## config.mk

```make
export PLATFORM = sky130hd
export DESIGN_NAME = bad_synchronizer
export DESIGN_NICKNAME = d
export VERILOG_FILES = /design/src/rtl/bad_sync_pkg.sv /design/src/rtl/sync_chain.sv /design/src/rtl/bad_synchronizer.sv
export SDC_FILE = /design/constraint.sdc
export NUM_CORES = 1
export LEC_CHECK = 0
export CORE_ASPECT_RATIO = 1.25
export CORE_MARGIN = 8
export CORE_UTILIZATION = 52
export DETAILED_ROUTE_END_ITERATION = 16
export GPL_TIMING_DRIVEN = 0
export MAX_ROUTING_LAYER = met4
export PLACE_DENSITY_LB_ADDON = 0.1
export SLEW_MARGIN = 30
export SYNTH_ARGS = -nofsm -noshare
export SYNTH_HDL_FRONTEND = slang
export SYNTH_SLANG_ARGS = --single-unit
export TNS_END_PERCENT = 100
```

## constraint.sdc

```tcl
create_clock -name clk -period 3.1 [get_ports clk]
set_input_delay 0.31 -clock clk [delete_from_list [all_inputs] [get_ports clk]]
set_output_delay 0.31 -clock clk [all_outputs]
set_load 0.005 [all_outputs]
```

## src/rtl/bad_sync_pkg.sv

```systemverilog
// Shared constants for the bad_synchronizer tile: counter width, output-select
// codes, the fixed uio_oe pattern and a modular difference helper.
package bad_sync_pkg;

    localparam int CNT_W = 8;

    typedef enum logic [1:0] {
        OSEL_EDGE = 2'd0,
        OSEL_REF  = 2'd1,
        OSEL_DIFF = 2'd2,
        OSEL_TAPS = 2'd3
    } osel_e;

    localparam logic [7:0] UIO_OE_VAL = 8'h1F;

    // Wrapping difference; the counters are free-running so only the low bits matter
    function automatic logic [CNT_W-1:0] cnt_diff(input logic [CNT_W-1:0] a,
                                                  input logic [CNT_W-1:0] b);
        cnt_diff = a - b;
    endfunction

endpackage

```

## src/rtl/sync_chain.sv

```systemverilog
// Shift-register synchronizer; taps[0] is the first flop, taps[STAGES-1] the
// fully synchronized output.
module sync_chain #(
    parameter int STAGES = 2
) (
    input  logic              clk,
    input  logic              rst,
    input  logic              d,
    output logic [STAGES-1:0] taps
);

    // Shift the asynchronous input one flop deeper every clock
    always_ff @(posedge clk or posedge rst) begin
        if (rst) begin
            taps <= {STAGES{1'b0}};
        end else begin
            taps <= {taps[STAGES-2:0], d};
        end
    end

endmodule

```

## src/rtl/bad_synchronizer.sv

```systemverilog
// Metastability demo tile: counts edges on a selectable-depth synchronizer path
// and on a fixed 3-stage reference. Macro BAD_SYNC_RAW_PATH_EN makes depth 0 the raw input.
module bad_synchronizer #(
    parameter int CNT_W = bad_sync_pkg::CNT_W
) (
    input  logic       clk,
    input  logic       rst,
    input  logic       ena,
    input  logic [7:0] ui_in,
    output logic [7:0] uo_out,
    input  logic [7:0] uio_in,
    output logic [7:0] uio_out,
    output logic [7:0] uio_oe
);

    import bad_sync_pkg::*;

    logic [2:0]       in_taps;
    logic [1:0]       clr_taps;
    logic             s1;
    logic             s2;
    logic             s3;
    logic             clr_sync;
    logic             sel_sig;
    logic             prev_sel;
    logic             prev_ref;
    logic             pulse;
    logic             ref_pulse;
    logic [CNT_W-1:0] edge_cnt;
    logic [CNT_W-1:0] ref_cnt;
    logic             unused_inputs;

    assign unused_inputs = ^{uio_in, ui_in[7:6]};

    sync_chain #(.STAGES(3)) u_in_sync (
        .clk  (clk),
        .rst  (rst),
        .d    (ui_in[0]),
        .taps (in_taps)
    );

    sync_chain #(.STAGES(2)) u_clr_sync (
        .clk  (clk),
        .rst  (rst),
        .d    (ui_in[3]),
        .taps (clr_taps)
    );

    assign s1       = in_taps[0];
    assign s2       = in_taps[1];
    assign s3       = in_taps[2];
    assign clr_sync = clr_taps[1];

    // Pick the observed path by depth select
    always_comb begin
        sel_sig = s1;
        case (ui_in[2:1])
            2'd0: begin
`ifdef BAD_SYNC_RAW_PATH_EN
                sel_sig = ui_in[0];
`else
                sel_sig = s1;
`endif
            end
            2'd1:    sel_sig = s1;
            2'd2:    sel_sig = s2;
            2'd3:    sel_sig = s3;
            default: sel_sig = s1;
        endcase
    end

    assign pulse     = sel_sig & ~prev_sel;
    assign ref_pulse = s3 & ~prev_ref;

    // Edge-detect history flops run regardless of ena so re-enabling never fakes an edge
    always_ff @(posedge clk or posedge rst) begin
        if (rst) begin
            prev_sel <= 1'b0;
            prev_ref <= 1'b0;
        end else begin
            prev_sel <= sel_sig;
            prev_ref <= s3;
        end
    end

    // Edge counters; synchronized clear beats both increment and ena
    always_ff @(posedge clk or posedge rst) begin
        if (rst) begin
            edge_cnt <= {CNT_W{1'b0}};
            ref_cnt  <= {CNT_W{1'b0}};
        end else if (clr_sync) begin
            edge_cnt <= {CNT_W{1'b0}};
            ref_cnt  <= {CNT_W{1'b0}};
        end else if (ena) begin
            if (pulse) begin
                edge_cnt <= edge_cnt + {{(CNT_W-1){1'b0}}, 1'b1};
            end else begin
                edge_cnt <= edge_cnt;
            end
            if (ref_pulse) begin
                ref_cnt <= ref_cnt + {{(CNT_W-1){1'b0}}, 1'b1};
            end else begin
                ref_cnt <= ref_cnt;
            end
        end else begin
            edge_cnt <= edge_cnt;
            ref_cnt  <= ref_cnt;
        end
    end

    // Pad view selected by ui_in[5:4]
    always_comb begin
        uo_out = 8'h00;
        case (osel_e'(ui_in[5:4]))
            OSEL_EDGE: uo_out = edge_cnt;
            OSEL_REF:  uo_out = ref_cnt;
            OSEL_DIFF: uo_out = cnt_diff(edge_cnt, ref_cnt);
            OSEL_TAPS: uo_out = {3'b000, pulse, sel_sig, s3, s2, s1};
            default:   uo_out = 8'h00;
        endcase
    end

    assign uio_out = {3'b000, pulse, sel_sig, s3, s2, s1};
    assign uio_oe  = UIO_OE_VAL;

endmodule

```

Word level (Yosys, flattened, before mapping)

Index checks and enable logic that the tools add are counted.

Flip-flop bits (word level): 23
Latch bits: 0
Bits in writable memories: 0
ROM bits: 0
Input bits: 19
Output and inout port bits: 24
Word-level logic and storage cells: 35
Memories kept: 0

Add/subtract/negate cells: 3
Multipliers: 0
Div/mod/pow operators: 0
$lt $le $gt $ge: 0
Equality and inequality tests: 6
Shift operators: 0
Multiplexer cells: 8
Bitwise operators: 4
Reduce and logical (&&, ||, !) cells: 8

Operators with widths:

| kind                                                            | number |
|---|---|
| 8-bit two-way mux                                               | 6 |
| 8-bit one-hot mux with 4 select lines                           | 1 |
| 8-bit by 1-bit adder with 8-bit output, second input constant   | 2 |
| 2-bit == test, second input constant                            | 4 |
| 8-bit subtractor                                                | 1 |
| 2-bit nonzero test                                              | 3 |
| 2-bit by 1-bit == test with 1-bit output, second input constant | 2 |
| 2-bit logical NOT                                               | 2 |
| 2-bit AND reduction                                             | 2 |
| 1-bit one-hot mux with 3 select lines                           | 1 |
| 1-bit bitwise AND                                               | 2 |
| 1-bit NOT                                                       | 2 |
| 2-bit OR reduction                                              | 1 |

Logic depth before layout (Yosys ltp)

Gate-level depths: netlist of the first run.

Depth after elaboration: 7
Mapped depth: 8
Mapped depth without buffers: 8

Modules after synthesis

From an unflattened synthesis of the first run, not the netlist that was laid out.

Cells, all modules: 162
Area, all modules: 1,585.3 um2

By module, submodules not included:

| module                  | instances | cells each | area an instance (um2) | seq. area each (um2) |
|---|---|---|---|---|
| bad_synchronizer        | 1         | 155        | 1,452.6                | 450.4 |
| sync_chain (u_in_sync)  | 1         | 4          | 78.8                   | 75.1 |
| sync_chain (u_clr_sync) | 1         | 3          | 53.8                   | 50.0 |

Worst setup path after synthesis of the first run

Ideal clock, no wire load.

Path kind: register to output
From: register edge_cnt[2]
To: output uo_out[7]
Arrival: 1.886 ns
Required time: 2.790 ns
Slack: 0.904 ns
Cell stages (with the launch flop): 7
Path buffers: 0
Cells stage by stage: dfrtp_1 -> ha_1 -> a21oi_1 -> a21oi_1 -> or3_1 -> a2111o_1 -> o211ai_1

Longest elaborated chain between the ends: 2

RTL lines:

| element                               | RTL line                | RTL |
|---|---|---|
| from (decl)                           | bad_synchronizer.sv:29  | `logic [CNT_W-1:0] edge_cnt;` |
| from (signal assigned)                | bad_synchronizer.sv:89  | `edge_cnt <= {CNT_W{1'b0}};` |
| from (signal assigned)                | bad_synchronizer.sv:92  | `edge_cnt <= {CNT_W{1'b0}};` |
| from (signal assigned)                | bad_synchronizer.sv:96  | `edge_cnt <= edge_cnt + {{(CNT_W-1){1'b0}}, 1'b1};` |
| 8-bit subtractor                      | bad_sync_pkg.sv:19      | `cnt_diff = a - b;` |
| 8-bit one-hot mux with 4 select lines | bad_synchronizer.sv:114 | `case (osel_e'(ui_in[5:4]))` |
| to (decl)                             | bad_synchronizer.sv:10  | `output logic [7:0] uo_out,` |

No other way between the ends.

Worst setup path in the final report of the first run

From: register ref_cnt[0]
To: output uo_out[4]

Longest elaborated chain between the ends: 2

RTL lines:

| element                               | RTL line                | RTL |
|---|---|---|
| from (decl)                           | bad_synchronizer.sv:30  | `logic [CNT_W-1:0] ref_cnt;` |
| from (signal assigned)                | bad_synchronizer.sv:90  | `ref_cnt <= {CNT_W{1'b0}};` |
| from (signal assigned)                | bad_synchronizer.sv:93  | `ref_cnt <= {CNT_W{1'b0}};` |
| from (signal assigned)                | bad_synchronizer.sv:101 | `ref_cnt <= ref_cnt + {{(CNT_W-1){1'b0}}, 1'b1};` |
| 8-bit subtractor                      | bad_sync_pkg.sv:19      |  |
| 8-bit one-hot mux with 4 select lines | bad_synchronizer.sv:114 |  |

No other way between the ends.

==> results of run 1 <==
-- metal layers --
metal / vias up / routed length (µm) / GRT usage (%)
met1: 632 / 1530 / 17.27
met2: 52 / 2023 / 26.59
met3: 16 / 178 / 2.557
met4: 0 / 140 / 8.972
met5: - / 0 / -
li1: 635 / - / -
-- cell type report --
class,instances,area [µm²]
fill,221,857.1
buffer,18,130.1
timing repair buffer,29,272.8
clock buffer,4,26.28
tap,36,45.04
sequential,23,583.1
inverter,17,63.81
multi-input combinational,119,967.2
-- worst reg2reg max path, cell delays in order (launching register included) --
cell and delay (ns):
dfrtp_1 0.43, mux2i_1 0.16, a2111oi_4 0.64, nand4_1 0.20
xor2_1 0.18, nor2_1 0.09
-- through the flow --
stage                     power (mW)  cells  setup slack (ns)
after floorplan               0.3915    177            0.9037
after global placement        0.4350    233            0.2742
after detailed placement      0.4382    233            0.2062
after CTS                     0.5798    239          0.003305
after global routing          0.6069    246          -0.01050
final                         0.5790    246           0.05981
-- power breakdown --
group	switching, mW	internal, mW
combinational	0.0568	0.0689
sequential	0.00675	0.307
clock	0.0889	0.0503
-- sequential cells by signal (all words and copies together), names as in the netlist --
signal and cells:
u_in_sync.taps 3, prev_sel 1, ref_cnt 8, u_clr_sync.taps 2, prev_ref 1, edge_cnt 8
-- kinds of logic (layout without fill, tap and decap cells) --
group | Yosys count | count (layout) | synth area share [%]
and+or+nand+nor | 50 | 50 | 14.76
buffers and inverters | 35 | 68 | 11.98
AOI/OAI and AO/OA | 21 | 21 | 9.584
adders and majority gates | 11 | 11 | 8.965
other | 2 | 11 | 0.4639
DFF | 23 | 23 | 35.55
muxes | 8 | 8 | 8.965
xor gates and xnor gates | 18 | 18 | 9.737
-- path summary, 6_finish.rpt --
check                      slack [ns]          startpoint            endpoint  cells after the start
max                              0.06          ref_cnt[0]           uo_out[4]                      8
min                              0.31                 rst            prev_sel                      2
max reg2reg                      1.33   u_in_sync.taps[1]         edge_cnt[5]                      5
min reg2reg                      0.37  u_clr_sync.taps[0]  u_clr_sync.taps[1]                      0
max in group asynchronous        2.45                 rst          ref_cnt[1]                      2
min in group clk                 0.37  u_clr_sync.taps[0]  u_clr_sync.taps[1]                      0
-- what timing repair did --
item                                    CTS  global route
endpoints found under the setup margin    2             3
gates resized for setup                   9            12
pin swaps                                 0             1
setup buffers                             2             7
-- placed cells by master (no fill, tap or decap), drive strengths merged, types with 2 or more instances in the layout --
master	netlist	final
buf	15	24
dfrtp	23	23
clkdlybuf4s50	1	19
nor2	19	19
inv	17	17
nand2	12	12
conb	2	11
xnor2	10	10
ha	10	10
nand4	8	8
xor2	8	8
a21oi	8	8
clkbuf	2	6
mux4	5	5
o21ai	4	4
and3	3	3
nor2b	2	2
o31a	2	2
mux2	2	2
dlymetal6s2s	0	2
==> reports/results.tsv, run 1 <==
stage	metric	value	unit
clocking	clock root cell	clkbuf_4	
clocking	Clock transition at path regs	0.12	ns
global_route	pin count of the biggest net entering global routing	24	
run_status	status	finished, final reports clean	
layout	Finished Core Util	70.90	%
pwr	Max IR drop VDD	0.0003021	V
floorplan	width of the die	65.91	µm
logic_synthesis	sequential area share after synthesis	35.55	%
worst_setup_path	WS Path Type	reg -> out	
timing	Least-Margin Pin Slew	0.5856	ns
place	post-place instance area	1898	µm²
logic_synthesis	synth cell count leaders	dfrtp_1 (23), nor2_1 (19), inv_1 (17)	
timing	setup TNS	0	ns
floorplan	die area	5166	µm²
logic_synthesis	Synth Flop Type	dfrtp_1	
pwr	pwr dens	277.3	nW/µm²
floorplan	Initial Util	54.97	%
routing	post-route antenna net violation count	0	
timing	Worst Hold Slack	0.3103	ns
global_route	GRT Overall Usage	15.89	%
floorplan	# rows	22	
place	Placer Congestion	0.8791	
clocking	CTS tree	yes	
logic_synthesis	Unique masters post-synth	38	
timing	Final Max Tran Viols	0	
clocking	hold-fix buffers at CTS	0	
global_route	vias in the first global route	1369	
logic_synthesis	Async S/R FF share, synth	100.0	%
clocking	CTS Buf Count	3	
layout	P&R area growth vs syn	28.98	%
routing	initial drt markers	46	
logic_synthesis	synth warn	0	
routing	vias per cell	5.427	
layout	Nets	241	
routing	Post-Route WL	3873	µm
timing	Tcrit/Tclk final	98.07	%
pwr	Static Leak	0.9608	nW
routing	drt first pass iters	4	
timing	fmax	0.3289	GHz
timing	final setup vio count	0	
timing	Rel. slew slack	60.96	%
worst_setup_path	Worst setup EP type	primary output	
place	# port buffers	20	
logic_synthesis	Seq cells post-synth	23	
logic_synthesis	post-synth top area share	35.55	%
logic_synthesis	post-synthesis cell area	1619	µm²
layout	cell area after layout	2088	µm²
timing	endpoints failing hold	0	
routing	Vias	1335	
job	max cap viols	0	
logic_synthesis	cell with the most instances after synthesis	dfrtp_1	
floorplan	area of the core	2945	µm²
floorplan	DIE HEIGHT	78.39	µm
routing	DR WL/cell	15.74	µm
worst_setup_path	CP max stage delay	0.47	ns
logic_synthesis	average cell area after synthesis	9.637	µm²
global_route	initial antenna violation count	0	
floorplan	I/O pins	43	
layout	n_diodes	0	
worst_setup_path	crit path launch type	register	
logic_synthesis	number of synthesized flops with an enable pin	0	
timing	worst clock skew	0.006009	ns
timing	crit path time final	3.040	ns
global_route	GRT overflow	0	
clocking	Sink Count	23	
clocking	deepest clock path buffer count	2	
worst_setup_path	WP buf/inv	1	
layout	share of layout cells above drive strength 1	25.71	%
worst_setup_path	CP arrival	2.73	ns
logic_synthesis	largest cells by area after synthesis	dfrtp_1 (36%), ha_1 (7.7%), mux4_2 (7.0%), buf_4 (6.0%), xnor2_1 (5.4%)	
worst_setup_path	crit-path cells	ha_1 -> fa_2 -> nor2b_1 -> o21ai_1 -> nand2_1 -> xor2_1 -> mux4_2 -> clkdlybuf4s50_1	
logic_synthesis	area leader, netlist	dfrtp_1	
worst_setup_path	worst-path fanout max	6	
global_route	first-pass GRT wire length	6382	µm
logic_synthesis	Post-Synthesis Cells	168	
clocking	CTS HTree Levels	1	
place	DP Wirelength	2855	µm
worst_setup_path	slowest CP cell	dfrtp_2	
clocking	latest clock arrival within the worst-skew pair	0.31	ns
worst_setup_path	Critical Path RT	2.79	ns
hold_path	Min-Delay Path Class	in -> async	
routing	detailed-route DRC error count	0	
worst_setup_path	family with the most delay on the worst path	adder cells	
(Power assumes the default switching activity.)
==> run 2, diff against run 1 <==
Settings changed: CAP_MARGIN from default to 20.
==> results of run 2 <==
Same layout as run 1: the final DEF is identical, and so are final timing and power.
==> run 3, diff against run 2 <==
Settings changed: SLEW_MARGIN 30 to default.
==> run 3 against run 2 <==
- maximum frequency did not move
- sequential cell count did not move
- sequential share of layout area stayed put
- largest power group unchanged
- first-iteration DRC count unchanged
- cell count stayed put
- critical path depth stayed put
- utilization unchanged
- clock power about the same
- wire length did not move
==> reports/results.tsv, run 3 (same netlist as run 1, synthesis figures left out) <==
stage	metric	value	unit
global_route	GRT overflow	0	
timing	setup TNS	0	ns
floorplan	DIE HEIGHT	78.39	µm
worst_setup_path	CP arrival	2.73	ns
pwr	internal power	0.4265	mW
pwr	pwr dens	277.2	nW/µm²
floorplan	I/O pins	43	
pwr	Seq pwr share	54.3	%
worst_setup_path	Worst setup EP type	primary output	
place	DP Wirelength	2855	µm
global_route	first-pass GRT wire length	6382	µm
worst_setup_path	worst-path fanout max	6	
floorplan	die area	5166	µm²
routing	drt first pass iters	4	
place	# port buffers	20	
pwr	switching pwr	0.1524	mW
global_route	GRT Overall Usage	15.89	%
timing	crit path time final	3.040	ns
job	max cap viols	0	
layout	commonest non-fill, non-tap cell in the layout	buf_4	
timing	Least-Margin Pin Slew	0.8358	ns
layout	share of layout cells above drive strength 1	25.24	%
hold_path	Min-Delay Path Class	reg -> reg	
global_route	vias in the first global route	1369	
hold_path	worst hold stages	0	
routing	vias per cell	5.427	
worst_setup_path	reg-to-reg setup timing slack	1.33	ns
pwr	Sw Ratio	26.33	%
clocking	latest clock arrival within the worst-skew pair	0.31	ns
pwr	logic gate share of total power	21.7	%
place	post-place instance area	1898	µm²
timing	Rel. slew slack	44.22	%
floorplan	Initial Util	54.97	%
routing	post-route antenna net violation count	0	
clocking	CTS Buf Count	3	
pwr	clock share of power	24.1	%
pwr	Static Leak	0.9618	nW
routing	Post-Route WL	3873	µm
floorplan	area of the core	2945	µm²
layout	n_diodes	0	
timing	Final Max Tran Viols	0	
global_route	initial antenna violation count	0	
layout	P&R area growth vs syn	28.98	%
layout	Finished Core Util	70.90	%
timing	Tcrit/Tclk final	98.07	%
global_route	pin count of the biggest net entering global routing	24	
worst_setup_path	Worst Reg2Reg Path Length in Cells	5	
routing	detailed-route DRC error count	0	
timing	fmax	0.3289	GHz
routing	DR WL/cell	15.74	µm
worst_setup_path	Critical Path RT	2.79	ns
place	Placer Congestion	0.8791	
clocking	deepest clock path buffer count	2	
layout	most frequent cells in the layout	buf_4 (22), clkdlybuf4s50_1 (19), nor2_1 (19)	
layout	cell area after layout	2088	µm²
layout	largest registers	edge_cnt: 8 flops, ref_cnt: 8 flops, u_in_sync.taps: 3 flops	
routing	Vias	1335	
floorplan	width of the die	65.91	µm
routing	initial drt markers	46	
run_status	status	finished, final reports clean	
timing	worst clock skew	0.006009	ns
clocking	clock root cell	clkbuf_4	
pwr	Max IR drop VDD	0.0003021	V
clocking	CTS HTree Levels	1	
timing	final setup vio count	0	
clocking	hold-fix buffers at CTS	0	
floorplan	# rows	22	
clocking	CTS tree	yes	
timing	endpoints failing hold	0	
clocking	Clock transition at path regs	0.12	ns
clocking	Sink Count	23	
layout	Nets	241	
worst_setup_path	crit path launch type	register	
worst_setup_path	WS Path Type	reg -> out	
==> run 3: cell counts in the layout (fill, tap and decap cells not counted) <==
Identical to the previous run, type by type.
==> run 3: through the flow <==
step / hold slack, ns / setup WS (ns) / cells / power (mW)
3_3_place_gp: 0.3414 / 0.2742 / 233 / 0.4350
4_1_cts: 0.3810 / 0.003305 / 239 / 0.5798
6_report: 0.3733 / 0.05981 / 246 / 0.5789
3_5_place_dp: 0.3517 / 0.2062 / 233 / 0.4382
2_1_floorplan: 0.3119 / 0.9037 / 177 / 0.3915
5_1_grt: 0.3869 / -0.01050 / 246 / 0.6068
==> run 3: per-layer routing <==
layer	share of wire, %	global-route usage (%)	vias up
met5	0	-	-
met4	3.6	8.972	0
met3	4.6	2.557	16
met2	52	26.59	52
met1	40	17.27	632
li1	-	-	635
==> run 3: worst max-delay path, cell delays in order (launching register included) <==
cell and delay [ns]:
dfrtp_2 0.47, ha_1 0.21, fa_2 0.36, nor2b_1 0.17
o21ai_1 0.11, nand2_1 0.09, xor2_1 0.07, mux4_2 0.47
clkdlybuf4s50_1 0.47
==> run 3: area by class of cell <==
class	instances	area (µm²)
Sequential cell	23	583.1
Tap cell	36	45.04
Multi-Input combinational cell	119	967.2
Fill cell	221	857.1
Buffer	18	130.1
Clock buffer	4	26.28
Timing Repair Buffer	29	272.8
Inverter	17	63.81
==> run 3: path summary, 6_finish.rpt <==
| kind | startpoint | endpoint |
|---|---|---|
| min | u_clr_sync.taps[0] | u_clr_sync.taps[1] |
| max | ref_cnt[0] | uo_out[4] |
| min in group asynchronous | rst | prev_sel |
| max reg2reg | u_in_sync.taps[1] | edge_cnt[5] |
| max in group asynchronous | rst | ref_cnt[1] |
| min reg2reg | u_clr_sync.taps[0] | u_clr_sync.taps[1] |
==> run 3: power by group through the flow <==
stage / clock network, mW / registers, mW / logic, mW
after floorplan: 0 / 0.319 / 0.0728
after global placement: 0 / 0.320 / 0.115
after detailed placement: 0 / 0.321 / 0.117
after CTS: 0.144 / 0.314 / 0.121
after global routing: 0.154 / 0.315 / 0.138
final: 0.139 / 0.314 / 0.126
==> run 3: timing repair <==
action / 4_1_cts / 5_1_grt
setup buffers: 2 / 7
resized for setup: 9 / 12
endpoints found under the setup margin: 2 / 3
pin swaps: 0 / 1
